### config.mk
export PLATFORM = sky130hd
export DESIGN_NAME = bus_initiator
export DESIGN_NICKNAME = d
export VERILOG_FILES = /design/src/rtl/bus_initiator.sv
export SDC_FILE = /design/constraint.sdc
export NUM_CORES = 1
export LEC_CHECK = 0
export CAP_MARGIN = 20
export CORE_ASPECT_RATIO = 1.4
export CORE_MARGIN = 2
export CORE_UTILIZATION = 37
export DETAILED_ROUTE_END_ITERATION = 8
export PLACE_DENSITY = 0.86
export REMOVE_ABC_BUFFERS = 1
export SETUP_SLACK_MARGIN = 0.4
export SYNTH_ARGS = -nofsm -noshare
export SYNTH_HDL_FRONTEND = slang
export SYNTH_SLANG_ARGS = --single-unit
export TNS_END_PERCENT = 10
### constraint.sdc
create_clock -name clk -period 1.7 [get_ports clk]
set_input_delay 0.425 -clock clk [delete_from_list [all_inputs] [get_ports clk]]
set_output_delay 0.425 -clock clk [all_outputs]
set_load 0.03 [all_outputs]
### src/rtl/bus_initiator.sv
// Single-outstanding initiator for the shared memory-mapped peripheral bus.
// Core request -> bus strobes until slave ack or timeout -> core response.
module bus_initiator #(
  parameter int TIMEOUT = 16,
  parameter int DATA_W  = 32,
  parameter int ADDR_W  = 32
) (
  input  logic              clk,
  input  logic              rst_n,
  input  logic              req_valid_i,
  output logic              req_ready_o,
  input  logic              req_write_i,
  input  logic [ADDR_W-1:0] req_addr_i,
  input  logic [DATA_W-1:0] req_wdata_i,
  output logic              rsp_valid_o,
  input  logic              rsp_ready_i,
  output logic [DATA_W-1:0] rsp_rdata_o,
  output logic              rsp_err_o,
  output logic              write_o,
  output logic              read_o,
  output logic [ADDR_W-1:0] addr_o,
  output logic [DATA_W-1:0] data_o,
  input  logic [DATA_W-1:0] data_i,
  input  logic              ack_i,
  output logic              busy_o
);

  typedef enum logic [1:0] {IDLE, ACCESS, RESP} state_t;

  localparam logic [7:0] CNT_LAST = 8'(TIMEOUT - 1);

  state_t     state_reg, state_next;
  logic [7:0] cnt_reg;
  logic       req_fire, rsp_fire, ack_hit, timeout_hit;

  assign req_ready_o = (state_reg == IDLE);
  assign rsp_valid_o = (state_reg == RESP);
  assign busy_o      = (state_reg != IDLE);
  assign req_fire    = req_valid_i & req_ready_o;
  assign rsp_fire    = rsp_valid_o & rsp_ready_i;

  // An undriven (X/Z) ack line fails the if-test and so never counts as an ack.
  always_comb begin
    ack_hit     = 1'b0;
    timeout_hit = 1'b0;
    if (state_reg == ACCESS) begin
      if (ack_i) begin
        ack_hit = 1'b1;
      end else if (cnt_reg == CNT_LAST) begin
        timeout_hit = 1'b1;
      end
    end
  end

  always_comb begin
    state_next = state_reg;
    case (state_reg)
      IDLE:    if (req_fire) state_next = ACCESS;
      ACCESS:  if (ack_hit || timeout_hit) state_next = RESP;
      RESP:    if (rsp_fire) state_next = IDLE;
      default: state_next = IDLE;
    endcase
  end

  always_ff @(posedge clk or negedge rst_n) begin
    if (!rst_n) begin
      state_reg <= IDLE;
    end else begin
      state_reg <= state_next;
    end
  end

  // Strobes drop on the same edge that sees the ack, so a zero-wait slave
  // gets exactly one select cycle.
  always_ff @(posedge clk or negedge rst_n) begin
    if (!rst_n) begin
      cnt_reg     <= '0;
      write_o     <= 1'b0;
      read_o      <= 1'b0;
      addr_o      <= '0;
      data_o      <= '0;
      rsp_rdata_o <= '0;
      rsp_err_o   <= 1'b0;
    end else begin
      case (state_reg)
        IDLE: begin
          if (req_fire) begin
            addr_o  <= req_addr_i;
            data_o  <= req_write_i ? req_wdata_i : '0;
            write_o <= req_write_i;
            read_o  <= ~req_write_i;
            cnt_reg <= '0;
          end
        end
        ACCESS: begin
          if (ack_hit) begin
            rsp_rdata_o <= read_o ? data_i : '0;
            rsp_err_o   <= 1'b0;
            write_o     <= 1'b0;
            read_o      <= 1'b0;
          end else if (timeout_hit) begin
            rsp_rdata_o <= '0;
            rsp_err_o   <= 1'b1;
            write_o     <= 1'b0;
            read_o      <= 1'b0;
          end else begin
            cnt_reg <= cnt_reg + 8'd1;
          end
        end
        default: ;
      endcase
    end
  end

endmodule

==> results.py <==
metrics = {
    "layout": {
        "final-seq-area_mm2": 0.00273,
        "drive_gt1_share_pct": 14.3,
        "synthToLayoutAreaGrowth_pct": 66.6,
        "reg.largest.list": "addr_o (32), data_o (32), rsp_rdata_o (32)",
        "layout_commonest_cell": "nand2_1",
        "multi_input_area_mm2": 0.00147,
        "nNetsFinal": 754,
        "final_cell_mix": "162 x nand2_1, 109 x dfrtp_1, 100 x clkdlybuf4s50_1, 79 x dlygate4sd2_1, 32 x a22o_1",
        "final_area_mm2": 0.00713,
        "nFillCells": 929,
        "antenna_cells": 0,
    },
    "timing": {
        "worst_pin_slew_ns": 0.360,
        "finalCritPeriodShare_pct": 96.0,
        "final_max_slew_viol_count": 0,
        "fin_skew_ns": 0.0109,
        "period_minus_slack_ns": 1.63,
        "finalSetupViolations": 0,
        "rsz0062_at_grt": "true",
        "hold_viol": 0,
        "slew_headroom_pct": 76.0,
        "whs_ns": 0.462,
        "max_freq_mhz": 613,
    },
    "power_and_ir_drop": {
        "powerDensity_mw_per_mm2": 1860,
        "peakVddDrop_v": 0.000884,
        "leakage_nw": 3.74,
        "p_total_w": 0.0133,
    },
    "synth": {
        "yosysTopAreaCell": "dfrtp_1",
        "synth.yosys.warnings": 0,
        "synth_cells": 422,
        "yosysSeqAreaShare_pct": 63.7,
        "synthTopCellsByArea": "dfrtp_1 64%, nand2_1 14%, a22o_1 6.5%, nand3_1 3.7%, buf_2 1.6%",
        "synth.distinct_cells": 32,
        "synth_area_per_cell_um2": 10.1,
        "synth_area_mm2": 0.00428,
        "yosysTopAreaCellShare_pct": 63.7,
        "synth.ff_latch_count": 109,
    },
    "global_routing": {
        "grt_util_all_layers_pct": 20.5,
        "grt_pass1_vias": 4244,
        "grt_pass1_wl_um": 20100,
        "grt_max_degree": 53,
        "antenna_found_initial": 0,
        "grt_overflow": 0,
    },
    "critical_path": {
        "critPathLaunchType": "flip-flop",
        "worstSetupEndpointType": "flip-flop",
        "arrival_ns": 1.91,
        "criticalPathCategory": "reg2reg",
        "cp_max_fo": 4,
        "reg2regPathDepth": 4,
        "crit_required_ns": 1.98,
    },
    "floorplan": {
        "dieWidth_um": 94.9,
        "row_count": 46,
        "die_h_um": 131,
        "die_area_mm2": 0.0125,
        "design.core.area_mm2": 0.0113,
        "boundaryPins": 204,
        "start_util_pct": 37.9,
    },
    "detailed_routing": {
        "via_per_inst": 5.06,
        "wire_per_inst_um": 16.5,
        "drt-pass1-iter-count": 4,
        "drc_errors": 0,
        "wl_um": 13200,
        "drtIter0Drc": 133,
        "vias": 4050,
        "postRouteAntennaNets": 0,
    },
    "run": {
        "max-cap-violations": 0,
    },
    "min_path": {
        "hp-class": "reg2reg",
        "holdPathStages": 2,
    },
    "place": {
        "gp_congestion": 0.852,
        "hpwlAfterDp_um": 9360,
        "place_area_mm2": 0.00665,
        "io_buffers": 203,
    },
    "clock_network": {
        "clockBufferDepth": 2,
        "clk_pin_slew_ns": 0.07,
        "h-tree-depth": 3,
        "clock_sinks": 109,
        "cts_root_buffer": "clkbuf_16",
        "cts-buffers-inserted": 9,
        "insertion_delay_ns": 0.34,
        "cts_tree": "built",
    },
    "run_status": {
        "status": "complete, no violations",
    },
}
==> worst max-delay path: stages (launching register included) <==
cell,delay [ns]
dfrtp_1,0.38
or3_4,0.42
or3_4,0.36
a311oi_1,0.28
a41o_1,0.12
==> cell families (layout without fill, tap and decap cells) <==
logic type | count (synthesis) | count (layout) | share of synthesized area, %
compound gates | 56 | 56 | 9.94
xor+xnor | 3 | 3 | 0.614
fa+ha+maj | 1 | 1 | 0.292
buf+inv | 30 | 264 | 3.04
flops | 109 | 109 | 63.7
mux | 1 | 1 | 0.234
simple gates | 222 | 222 | 22.2
==> what timing repair did <==
item                       4_1_cts  5_1_grt
pin swaps                        0        5
gates resized for setup        230        9
setup endpoints to repair      211      211
hold endpoints to repair        23        0
setup buffers                   11        5
hold buffers                     1        0
cloned                           0        4
==> cell type report <==
class	instances	share of cell area, %
flip-flops and latches	109	38.3
repair buffers	244	34.5
multi-input cells	283	20.6
clock buffers	10	3.21
well taps	144	2.53
clock inverters	6	0.684
inverters	4	0.211
==> path summary, 6_finish.rpt <==
| path | startpoint | endpoint | slack [ns] |
|---|---|---|---|
| worst max register to register | cnt_reg[5] | cnt_reg[3] | 0.07 |
| min in group asynchronous | rst_n | cnt_reg[1] | 0.57 |
| worst max-delay path | cnt_reg[5] | cnt_reg[3] | 0.07 |
| max in group asynchronous | rst_n | rsp_rdata_o[30] | 0.55 |
| worst min-delay path | data_o[13] | data_o[13] | 0.46 |
| worst min register to register | data_o[13] | data_o[13] | 0.46 |
==> cell usage after synthesis, drive strengths merged <==
library cell and instances:
nand2 163, dfrtp 109, nand3 33, a22o 32, buf 15, clkbuf 11, o21ai 9, a21oi 8
nor2 7, and3 4, inv 4, nand2b 4, nor2b 4, or3 3, nor3 2, o2111ai 2
xor2 2, a311oi 1, a31o 1, a31oi 1, a41o 1, ha 1, mux2i 1, nand4 1
nor3b 1, o31a 1, xnor2 1
==> per-stage QoR <==
step / std cells / setup WS [ns] / setup TNS (ns) / util [%]
after floorplan: 396 / -1.50 / -112.03 / -
after global placement: 763 / -0.0528 / -1.83 / 58.9
after detailed placement: 763 / -0.118 / -4.55 / 58.9
after CTS: 791 / 0.0765 / 0 / 61.7
after global routing: 800 / 0.0225 / 0 / 63.2
final: 800 / 0.0679 / 0 / 63.2
==> routing by layer <==
| metal | share of wire, % | global-route usage, % | wire (µm) | vias up |
|---|---|---|---|---|
| met5 | 0 | 0 | 0 | - |
| met1 | 36 | 22.5 | 4800 | 1966 |
| li1 | - | - | - | 1863 |
| met3 | 9.4 | 7.22 | 1240 | 29 |
| met2 | 52 | 35.4 | 6820 | 192 |
| met4 | 2.5 | 8.53 | 332 | 0 |
==> report_power, final <==
part           total, W  switching [W]  internal (W)
Combinational   0.00692        0.00422       0.00270
Sequential      0.00439       0.000683       0.00370
Clock           0.00194       0.000934       0.00101
Total            0.0133        0.00584       0.00741
Power figures use the tool's default switching activity.
